[config.mk]
export PLATFORM = sky130hd
export DESIGN_NAME = ksa_seq_ctrl_flat
export DESIGN_NICKNAME = d
export VERILOG_FILES = /design/src/rtl/ksa_seq_ctrl_if.sv /design/src/rtl/ksa_seq_ctrl.sv /design/src/flat_wrapper.sv
export SDC_FILE = /design/constraint.sdc
export NUM_CORES = 1
export LEC_CHECK = 0
export BUFFER_PORTS_ARGS = -buffer_cell sky130_fd_sc_hd__buf_2
export CAP_MARGIN = 20
export CORE_MARGIN = 1
export CORE_UTILIZATION = 40
export CTS_BUF_LIST = sky130_fd_sc_hd__clkbuf_16
export DETAILED_ROUTE_END_ITERATION = 8
export PLACE_DENSITY_LB_ADDON = 0.05
export REMOVE_ABC_BUFFERS = 1
export SLEW_MARGIN = 20
export SYNTH_ARGS = -nofsm -noshare
export SYNTH_HDL_FRONTEND = slang
export SYNTH_SLANG_ARGS = --single-unit
[constraint.sdc]
create_clock -name wb_clk_i -period 2.75 [get_ports wb_clk_i]
set_input_delay 0.6875 -clock wb_clk_i [delete_from_list [all_inputs] [get_ports wb_clk_i]]
set_output_delay 0.6875 -clock wb_clk_i [all_outputs]
set_load 0.01 [all_outputs]
[src/rtl/ksa_seq_ctrl_if.sv]
// Wishbone slave bus bundle for ksa_seq_ctrl.
// Member names follow the slave's view of the bus.
interface ksa_seq_ctrl_if;
  logic        wbs_stb_i;
  logic        wbs_cyc_i;
  logic        wbs_we_i;
  logic [3:0]  wbs_sel_i;
  logic [31:0] wbs_adr_i;
  logic [31:0] wbs_dat_i;
  logic        wbs_ack_o;
  logic [31:0] wbs_dat_o;

  modport master (
    output wbs_stb_i, wbs_cyc_i, wbs_we_i,
    output wbs_sel_i, wbs_adr_i, wbs_dat_i,
    input  wbs_ack_o, wbs_dat_o
  );

  modport slave (
    input  wbs_stb_i, wbs_cyc_i, wbs_we_i,
    input  wbs_sel_i, wbs_adr_i, wbs_dat_i,
    output wbs_ack_o, wbs_dat_o
  );
endinterface

[src/rtl/ksa_seq_ctrl.sv]
// Sequences wide adds through an external 16-bit Kogge-Stone adder.
// Optional macro KSA_SEQ_IRQ_EN adds STATUS.IRQ_EN and a registered irq_o.
module ksa_seq_ctrl #(
  parameter int MAX_SLICES = 4
) (
  input  logic          wb_clk_i,
  input  logic          wb_rst_n_i,
  ksa_seq_ctrl_if.slave wbs,
  output logic [15:0]   add_a_o,
  output logic [15:0]   add_b_o,
  output logic          add_cin_o,
  input  logic [15:0]   add_sum_i,
  input  logic          add_cout_i,
  output logic          irq_o
);

  localparam int KW = (MAX_SLICES > 1) ? $clog2(MAX_SLICES) : 1;

  typedef enum logic {IDLE, ADD} state_t;

  state_t        state_q, state_d;
  logic [KW-1:0] k_q, n_m1_q, n_new;
  logic          carry_q;
  logic [63:0]   a_q, b_q, r_q;
  logic [1:0]    nsl_q, nsl_new;
  logic          cin_q, cin_new;
  logic          done_q, cout_q;
  logic          irq_en;
  logic          busy, valid, wr, cfg_wr;
  logic          start, last, w1c, st_wr;
  logic [2:0]    adr;
  logic [31:0]   rdata;
  logic          unused_ok;

  function automatic logic [31:0] merge(
    input logic [31:0] o,
    input logic [31:0] d,
    input logic [3:0]  s
  );
    logic [31:0] m;
    for (int i = 0; i < 4; i++)
      m[8*i +: 8] = s[i] ? d[8*i +: 8] : o[8*i +: 8];
    return m;
  endfunction

  assign adr    = wbs.wbs_adr_i[4:2];
  assign busy   = (state_q == ADD);
  assign valid  = wbs.wbs_cyc_i & wbs.wbs_stb_i & ~wbs.wbs_ack_o;
  assign wr     = valid & wbs.wbs_we_i;
  assign cfg_wr = wr & ~busy;
  assign st_wr  = wr && adr == 3'd1 && wbs.wbs_sel_i[0];
  assign w1c    = st_wr & wbs.wbs_dat_i[1];
  assign start  = cfg_wr && adr == 3'd0
                  && wbs.wbs_sel_i[0] && wbs.wbs_dat_i[0];
  assign last   = busy && (k_q == n_m1_q);

  assign nsl_new = wbs.wbs_sel_i[0] ? wbs.wbs_dat_i[3:2] : nsl_q;
  assign cin_new = wbs.wbs_sel_i[1] ? wbs.wbs_dat_i[8] : cin_q;
  // Requested slice count is clamped to what the datapath supports.
  assign n_new = (int'(nsl_new) >= MAX_SLICES) ?
                 KW'(MAX_SLICES - 1) : KW'(nsl_new);

  assign unused_ok = ^{wbs.wbs_adr_i[31:5], wbs.wbs_adr_i[1:0]};

  always_ff @(posedge wb_clk_i or negedge wb_rst_n_i) begin
    if (!wb_rst_n_i) state_q <= IDLE;
    else             state_q <= state_d;
  end

  always_comb begin
    state_d = state_q;
    unique case (state_q)
      IDLE: if (start) state_d = ADD;
      ADD:  if (last)  state_d = IDLE;
    endcase
  end

  always_comb begin
    add_a_o   = '0;
    add_b_o   = '0;
    add_cin_o = 1'b0;
    if (busy) begin
      add_a_o   = a_q[16*k_q +: 16];
      add_b_o   = b_q[16*k_q +: 16];
      add_cin_o = carry_q;
    end
  end

  always_comb begin
    rdata = '0;
    case (adr)
      3'd0: rdata = {23'b0, cin_q, 4'b0, nsl_q, 2'b0};
      3'd1: rdata = {28'b0, irq_en, cout_q, done_q, busy};
      3'd2: rdata = a_q[31:0];
      3'd3: rdata = a_q[63:32];
      3'd4: rdata = b_q[31:0];
      3'd5: rdata = b_q[63:32];
      3'd6: rdata = r_q[31:0];
      3'd7: rdata = r_q[63:32];
    endcase
  end

  always_ff @(posedge wb_clk_i or negedge wb_rst_n_i) begin
    if (!wb_rst_n_i) begin
      k_q     <= '0;
      n_m1_q  <= '0;
      carry_q <= 1'b0;
      a_q     <= '0;
      b_q     <= '0;
      r_q     <= '0;
      nsl_q   <= '0;
      cin_q   <= 1'b0;
      done_q  <= 1'b0;
      cout_q  <= 1'b0;
      wbs.wbs_ack_o <= 1'b0;
      wbs.wbs_dat_o <= '0;
    end else begin
      wbs.wbs_ack_o <= valid;
      if (valid && !wbs.wbs_we_i) wbs.wbs_dat_o <= rdata;
      if (cfg_wr) begin
        case (adr)
          3'd0: begin
            nsl_q <= nsl_new;
            cin_q <= cin_new;
          end
          3'd2: a_q[31:0]  <= merge(a_q[31:0],  wbs.wbs_dat_i, wbs.wbs_sel_i);
          3'd3: a_q[63:32] <= merge(a_q[63:32], wbs.wbs_dat_i, wbs.wbs_sel_i);
          3'd4: b_q[31:0]  <= merge(b_q[31:0],  wbs.wbs_dat_i, wbs.wbs_sel_i);
          3'd5: b_q[63:32] <= merge(b_q[63:32], wbs.wbs_dat_i, wbs.wbs_sel_i);
          default: ;
        endcase
      end
      // Clearing R up front leaves unused upper slices at zero.
      if (start) begin
        n_m1_q  <= n_new;
        k_q     <= '0;
        carry_q <= cin_new;
        r_q     <= '0;
        cout_q  <= 1'b0;
      end
      if (busy) begin
        r_q[16*k_q +: 16] <= add_sum_i;
        carry_q <= add_cout_i;
        k_q     <= k_q + 1'b1;
        if (last) cout_q <= add_cout_i;
      end
      if (last)             done_q <= 1'b1;
      else if (start | w1c) done_q <= 1'b0;
    end
  end

`ifdef KSA_SEQ_IRQ_EN
  logic irq_en_q;

  always_ff @(posedge wb_clk_i or negedge wb_rst_n_i) begin
    if (!wb_rst_n_i) begin
      irq_en_q <= 1'b0;
      irq_o    <= 1'b0;
    end else begin
      if (st_wr) irq_en_q <= wbs.wbs_dat_i[3];
      irq_o <= done_q & irq_en_q;
    end
  end

  assign irq_en = irq_en_q;
`else
  assign irq_en = 1'b0;
  assign irq_o  = 1'b0;
`endif

endmodule

[src/flat_wrapper.sv]
// flat-port wrapper written by rule: the top's interface ports become plain ports
module ksa_seq_ctrl_flat 
#(
  parameter int MAX_SLICES = 4
)
  (wb_clk_i, wb_rst_n_i, add_a_o, add_b_o, add_cin_o, add_sum_i, add_cout_i, irq_o, wbs_wbs_stb_i, wbs_wbs_cyc_i, wbs_wbs_we_i, wbs_wbs_sel_i, wbs_wbs_adr_i, wbs_wbs_dat_i, wbs_wbs_ack_o, wbs_wbs_dat_o);
  ksa_seq_ctrl_if wbs_i ();
  input  logic wb_clk_i;
  input  logic wb_rst_n_i;
  output logic [15:0] add_a_o;
  output logic [15:0] add_b_o;
  output logic add_cin_o;
  input  logic [15:0] add_sum_i;
  input  logic add_cout_i;
  output logic irq_o;
  input wire logic [$bits(wbs_i.wbs_stb_i)-1:0] wbs_wbs_stb_i;
  input wire logic [$bits(wbs_i.wbs_cyc_i)-1:0] wbs_wbs_cyc_i;
  input wire logic [$bits(wbs_i.wbs_we_i)-1:0] wbs_wbs_we_i;
  input wire logic [$bits(wbs_i.wbs_sel_i)-1:0] wbs_wbs_sel_i;
  input wire logic [$bits(wbs_i.wbs_adr_i)-1:0] wbs_wbs_adr_i;
  input wire logic [$bits(wbs_i.wbs_dat_i)-1:0] wbs_wbs_dat_i;
  output wire logic [$bits(wbs_i.wbs_ack_o)-1:0] wbs_wbs_ack_o;
  output wire logic [$bits(wbs_i.wbs_dat_o)-1:0] wbs_wbs_dat_o;
  assign wbs_i.wbs_stb_i = wbs_wbs_stb_i;
  assign wbs_i.wbs_cyc_i = wbs_wbs_cyc_i;
  assign wbs_i.wbs_we_i = wbs_wbs_we_i;
  assign wbs_i.wbs_sel_i = wbs_wbs_sel_i;
  assign wbs_i.wbs_adr_i = wbs_wbs_adr_i;
  assign wbs_i.wbs_dat_i = wbs_wbs_dat_i;
  assign wbs_wbs_ack_o = wbs_i.wbs_ack_o;
  assign wbs_wbs_dat_o = wbs_i.wbs_dat_o;
  ksa_seq_ctrl #(.MAX_SLICES(MAX_SLICES)) u_core (.wb_clk_i(wb_clk_i), .wb_rst_n_i(wb_rst_n_i), .wbs(wbs_i), .add_a_o(add_a_o), .add_b_o(add_b_o), .add_cin_o(add_cin_o), .add_sum_i(add_sum_i), .add_cout_i(add_cout_i), .irq_o(irq_o));
endmodule
==> results of run 1 <==
[kinds of logic (layout without fill, tap and decap cells)]
| logic type | Yosys count | count (layout) |
|---|---|---|
| AOI/OAI and AO/OA | 174 | 174 |
| xor gates and xnor gates | 2 | 2 |
| adders and majority gates | 5 | 5 |
| buffers and inverters | 68 | 258 |
| DFF | 236 | 236 |
| muxes | 219 | 219 |
| other | 1 | 2 |
| and+or+nand+nor | 190 | 190 |
[registers in the layout, summed over array words and instances (netlist names)]
| name | count |
|---|---|
| u_core.r_q | 64 |
| u_core.cout_q | 1 |
| u_core.wbs.wbs_dat_o | 32 |
| u_core.wbs.wbs_ack_o | 1 |
| u_core.nsl_q | 2 |
| u_core.n_m1_q | 2 |
| u_core.cin_q | 1 |
| u_core.k_q | 2 |
| u_core.done_q | 1 |
| u_core.busy | 1 |
| u_core.b_q | 64 |
| u_core.carry_q | 1 |
| u_core.a_q | 64 |
[synth_stat cells, types with 5 or more instances]
library cell	number
buf_4	7
and2_1	36
nor2b_1	9
ha_1	5
mux2_2	141
nand2_1	52
mux4_2	41
mux2i_1	37
and3_1	11
nand2b_1	10
nor3b_1	6
buf_2	30
nor2_1	31
a22o_1	72
a221oi_1	7
clkbuf_1	23
o22ai_1	9
a21oi_1	21
o21ai_0	29
nand3_1	14
dfrtp_1	236
a211oi_1	8
a221o_1	5
[timing repair]
item,4_1_cts,5_1_grt
endpoints found under the hold margin,19,0
hold buffers,1,0
setup endpoints to repair,25,17
cloned,0,1
setup buffers,2,0
pin swaps,0,0
gates resized for setup,10,21
[worst min path at each step]
| stage | to | slack (ns) | depth (start not counted) |
|---|---|---|---|
| 2_1_floorplan | u_core.a_q[0]$_DFFE_PN0P_ | 0.39 | 0 |
| 3_3_place_gp | u_core.r_q[46]$_DFF_PN0_ | 0.46 | 2 |
| 3_5_place_dp | u_core.wbs.wbs_dat_o[14]$_DFFE_PN0P_ | 0.47 | 2 |
| 4_1_cts | u_core.carry_q$_DFFE_PN0P_ | 0.37 | 3 |
| 5_1_grt | u_core.r_q[55]$_DFF_PN0_ | 0.41 | 2 |
| 6_report | u_core.carry_q$_DFFE_PN0P_ | 0.39 | 3 |
[through the flow]
step	cell area [µm²]	setup WS, ns
2_1_floorplan	11230	-0.5704
3_3_place_gp	13010	0.2229
3_5_place_dp	13020	0.2071
4_1_cts	13950	-0.002924
5_1_grt	14070	-0.03684
6_report	14070	0.01606
[metal layers]
metal	vias up	share of wire (%)	global-route usage [%]
met5	-	0	0
met4	0	2.4	6.849
met3	60	4.8	3.548
met2	246	48	42.91
met1	4344	45	34.29
li1	3701	-	-
[worst max-delay path: stages, from the launching register on]
cell and delay [ns]:
dfrtp_2 0.46, buf_12 0.21, mux4_2 0.54, and2_4 0.18, buf_6 0.11
[final cells by class]
class | instances | area [µm²] | area share (%)
sequential | 236 | 5908 | 41.99
clock inverter | 23 | 146.4 | 1.040
inverter | 3 | 11.26 | 0.08003
timing repair buffer | 203 | 1441 | 10.24
multi-input combinational | 591 | 5363 | 38.11
tap | 378 | 473.0 | 3.361
antenna | 1 | 2.502 | 0.01778
clock buffer | 29 | 725.7 | 5.157
[report_power, final]
group          internal (W)  leakage, nW  total (W)  switching [W]
registers           0.00401         3.18    0.00439       0.000380
logic               0.00129         3.13    0.00254        0.00125
clock network       0.00207        0.449    0.00354        0.00147
total               0.00738         6.76     0.0105        0.00310
==> reports/metrics.csv, run 1 <==
metric,value,unit
leading area contributor after synthesis,dfrtp_1,
Synth Area in Adders,0.5421,%
Mapped Area,11540,µm²
CTS buffer count,28,
initial antenna violation count,1,
Syn. warnings,0,
"most common cell after layout, fill and taps aside",dfrtp_1,
CTS tree,yes,
XOR/XNOR Fraction of Synth Area,0.1518,%
hold_sp,add_cout_i,
grt total ovfl,0,
Tot GR Track Use,25.42,%
share of Yosys cell area claimed by the top area cell type,51.17,%
slew margin rel.,38.08,%
number of synthesized register bits,236,
synth top area cells,"dfrtp_1 (51%), mux2_2 (14%), mux4_2 (8.0%)",
ANT nets after route,0,
Filler cells,2584,
core area,28090,µm²
final hold vios,0,
mean post-synth cell area,12.90,µm²
Reg-to-Reg End,u_core.r_q[41]$_DFF_PN0_,
critical path endpoint,add_b_o[1],
placed wire-length estimate,24760,µm
placed cells,1407,
CP startpoint,u_core.k_q[1]$_DFFE_PN0P_,
Critical Path AT,2.05,ns
status,"finished, final reports clean",
final cell count without fillers,1464,
row cnt,61,
Post-synth EDFFs,0,
prevailing post-synth register cell,dfrtp_1,
initial core utilization,41.09,%
drt drc,0,
Initial DRT Pass Iterations,5,
"Seq/Total Area, Yosys",51.17,%
maxcap violations,0,
largest net degree at the start of global routing,77,
DR WL/cell,24.98,µm
H-tree levels,1,
Setup-failing EPs final,0,
Crit Path Category,flip-flop to primary output,
via count,8351,
Slew Limit Fails,0,
"Reg clk slew, reported paths",0.06,ns
PnR Total Power,0.01048,W
layout cell share with drive strength beyond 1,41.20,%
cells on worst reg2reg path,7,
root buf cell,clkbuf_16,
worst min-delay path class,input port to flip-flop,
Area Growth Syn to Fin,21.92,%
layout net count,1158,
r2r startpoint,u_core.k_q[1]$_DFFE_PN0P_,
Synth cell types,51,
fin util,50.10,%
Syn Inst Count,895,
IO Count,157,
static leakage,6.758,nW
post-synthesis mux area share,24.97,%
Routed WL,36580,µm
Sink Count,236,
Register-to-Register Setup Slack,0.43,ns
most frequent cells in the layout,"dfrtp_1 (234), mux2_2 (141), buf_2 (114)",
Clock Tree Buf Depth,3,
TNS Setup,0,ns
CP required,2.06,ns
Die X,171.9,µm
Async SR Flop Fraction,100.0,%
fin crit period,2.734,ns
First DRT Iteration DRCs,555,
largest family of logic cells by synthesized area,multiplexers,
worst hold margin,0.3892,ns
Die Footprint,29540,µm²
"Max FO, Critical Path",13,
RSZ-0062 raised after global routing,true,
crit path capture type,primary output,
worst slew pin tran,0.9288,ns
fin crit share,99.42,%
VDD IR-drop max,0.3794,mV
vias per inst,5.704,
number of global-route vias before repair,8496,
PD cells,745.0,nW/µm²
Synth Area in Simple Gates,9.020,%
# port buffers,126,
gpl congestion,0.7851,
Startpoint Class,flip-flop,
Clock Latency Late Sink,0.54,ns
Compound-Gate Fraction of Synth Area,11.34,%
Die H,171.9,µm
Clock Skew,0.01632,ns
fmax,0.3658,GHz
first-pass GRT wire length,54550,µm
Power figures use the tool's default switching activity.
==> run 2: changes to the inputs <==
--- a/config.mk
+++ b/config.mk
@@ -10,8 +10,9 @@
 export CORE_MARGIN = 1
 export CORE_UTILIZATION = 40
 export CTS_BUF_LIST = sky130_fd_sc_hd__clkbuf_16
+export CTS_CLUSTER_DIAMETER = 150
 export DETAILED_ROUTE_END_ITERATION = 8
-export PLACE_DENSITY_LB_ADDON = 0.05
+export PLACE_DENSITY_LB_ADDON = 0.1
 export REMOVE_ABC_BUFFERS = 1
 export SLEW_MARGIN = 20
 export SYNTH_ARGS = -nofsm -noshare
==> run 2 against run 1 <==
The run now ends with setup timing left. First-iteration DRC count is 7.2% lower. Combinational power increased by 6%. Clock power is 3% higher. Core utilization up 0.58 points. Design area grew 1.2%. Global-route usage about the same. Sequential share of layout area decreased by 0.48 points. Clock-buffer cell count down 3. Wire length is 0.41% higher. Critical endpoint is now add_a_o[1].
==> reports/metrics.csv, run 2 (same netlist as run 1, synthesis figures left out) <==
metric,value,unit,change
Die Footprint,29540,µm²,unchanged
met1 Usage GRT,35.72,%,+1.4 points
gpl congestion,0.8088,,+3.0%
Filler cells,2565,,-0.74%
"most common cell after layout, fill and taps aside",dfrtp_1,,
VDD IR-drop max,0.4276,mV,+13%
layout cell share with drive strength beyond 1,42.10,%,+0.90 points
placed cells,1413,,+0.43%
most frequent cells in the layout,"dfrtp_1 (234), mux2_2 (141), buf_2 (118)",,
crit-path cells,buf_4 > buf_12 > mux4_2 > and2_1 > buf_2,,
ANT nets after route,0,,unchanged
core area,28090,µm²,unchanged
largest registers,"u_core.a_q (64), u_core.b_q (64), u_core.r_q (64)",,
Area Growth Syn to Fin,23.33,%,
DR WL/cell,24.93,µm,-0.20%
CP required,2.06,ns,about the same
maxcap violations,0,,unchanged
"delay-heaviest family, CP",multiplexers,,
Storage cell area,5908,µm²,unchanged
CP bufs+invs,3,,+1
# port buffers,126,,unchanged
First DRT Iteration DRCs,515,,-7.2%
Register-to-Register Setup Slack,0.22,ns,-0.21 ns
placed wire-length estimate,24660,µm,-0.38%
layer with the highest usage,met2,,
slew margin rel.,32.49,%,-5.6 points
Die X,171.9,µm,unchanged
static leakage,6.853,nW,+1.4%
PnR Total Power,0.01074,W,+2.5%
initial antenna violation count,1,,unchanged
CP max-delay cell,mux4_2,,
Clock Latency Late Sink,0.54,ns,about the same
CTS buffer count,26,,-7.1%
Tot GR Track Use,25.47,%,+0.044 points
final hold vios,0,,unchanged
Routed WL,36730,µm,+0.41%
multi-input logic area,5348,µm²,-0.28%
drt drc,0,,unchanged
violated checks,setup timing,,
"Reg clk slew, reported paths",0.06,ns,about the same
initial core utilization,41.09,%,unchanged
Die H,171.9,µm,unchanged
Critical Path AT,2.11,ns,+0.06 ns
n_diodes,0,,-1
PD cells,754.8,nW/µm²,+1.3%
root buf cell,clkbuf_16,,
Clock Tree Buf Depth,3,,unchanged
"Max FO, Critical Path",5,,-8
Slew Limit Fails,0,,unchanged
CTS tree,yes,,
largest net degree at the start of global routing,59,,-23%
Clock Skew,0.01476,ns,-0.001562 ns
via count,8344,,-0.084%
first-pass GRT wire length,54700,µm,+0.27%
cells on worst reg2reg path,8,,+1
Initial DRT Pass Iterations,5,,unchanged
status,"finished, violations left",,
Sink Count,236,,unchanged
H-tree levels,1,,unchanged
fmax,0.3575,GHz,-2.3%
Crit Path Category,flip-flop to primary output,,
vias per inst,5.665,,-0.69%
number of global-route vias before repair,8433,,-0.74%
Levels on crit path,5,,+1
CP peak stage delay,0.52,ns,-0.02 ns
GRT met3 Usage,2.861,%,-0.69 points
worst slew pin tran,1.013,ns,+0.08388 ns
fin crit share,101.7,%,+2.3 points
Hold Buf Count CTS,0,,-1
Startpoint Class,flip-flop,,
RSZ-0062 raised after global routing,true,,
Setup-failing EPs final,17,,+17
crit path capture type,primary output,,
row cnt,61,,unchanged
fin util,50.68,%,+0.58 points
setup ws final,-0.04724,ns,-0.06330 ns
layout net count,1170,,+1.0%
fin crit period,2.797,ns,+0.06330 ns
grt total ovfl,0,,unchanged
final cell count without fillers,1473,,+0.61%
M2 GR Usage,42.90,%,about the same
worst min-delay path class,input port to asynchronous set/reset pin,,
IO Count,157,,unchanged
## run 2: changes by cell type in the layout (fill, tap and decap cells not counted), moves of 2 or more
cell / change
and2_4: -3
clkbuf_16: -2
buf_2: +4
clkinv_1: -8
buf_4: +6
buf_12: +3
and2_1: +3
inv_1: +2
bufinv_16: +3
## run 2: report_power, final
part	internal [W]	switching, W
Sequential	0.00401	0.000408
Combinational	0.00142	0.00127
Clock	0.00218	0.00145
## run 2: worst paths after layout
path / from / end
worst max-delay path: u_core.k_q[1]$_DFFE_PN0P_ / add_a_o[1]
worst min-delay path: wb_rst_n_i / u_core.wbs.wbs_dat_o[14]$_DFFE_PN0P_
min in group wb_clk_i: add_cout_i / u_core.carry_q$_DFFE_PN0P_
worst max register to register: u_core.k_q[1]$_DFFE_PN0P_ / u_core.r_q[44]$_DFF_PN0_
worst min register to register: u_core.wbs.wbs_dat_o[15]$_DFFE_PN0P_ / u_core.wbs.wbs_dat_o[15]$_DFFE_PN0P_
max in group asynchronous: wb_rst_n_i / u_core.b_q[21]$_DFFE_PN0P_
## run 2: repair_timing
item / 4_1_cts / 5_1_grt
gates resized for setup: 4 / 20
hold endpoints to repair: 0 / 0
setup endpoints to repair: 28 / 32
cloned: 2 / 2
buffers inserted: 5 / 5
## run 2: metrics by stage
step                      hold slack (ns)  setup TNS (ns)  setup slack [ns]  area (µm²)
after floorplan                    0.3919          -20.24           -0.5704       11230
after global placement             0.4588               0            0.2004       13120
after detailed placement           0.4646               0            0.1734       13120
after CTS                          0.1026          -1.638          -0.09255       14110
after global routing               0.1155          -1.373          -0.07996       14230
final                             0.09362         -0.3964          -0.04724       14230
## run 2: metal layers
metal  vias to the layer above  wire length, µm  part of all wire (%)
li1                       3732                -                     -
met1                      4335            16520                    45
met2                       231            17790                    48
met3                        44             1826                   5.0
met4                         2              573                   1.6
met5                         -               12                 0.033
## run 2: layout make-up
| class | count | area share [%] |
|---|---|---|
| multi-input combinational | 591 | 37.57 |
| sequential | 236 | 41.51 |
| clock inverter | 22 | 1.644 |
| inverter | 3 | 0.07911 |
| tap | 378 | 3.323 |
| clock buffer | 26 | 4.571 |
| timing repair buffer | 217 | 11.30 |
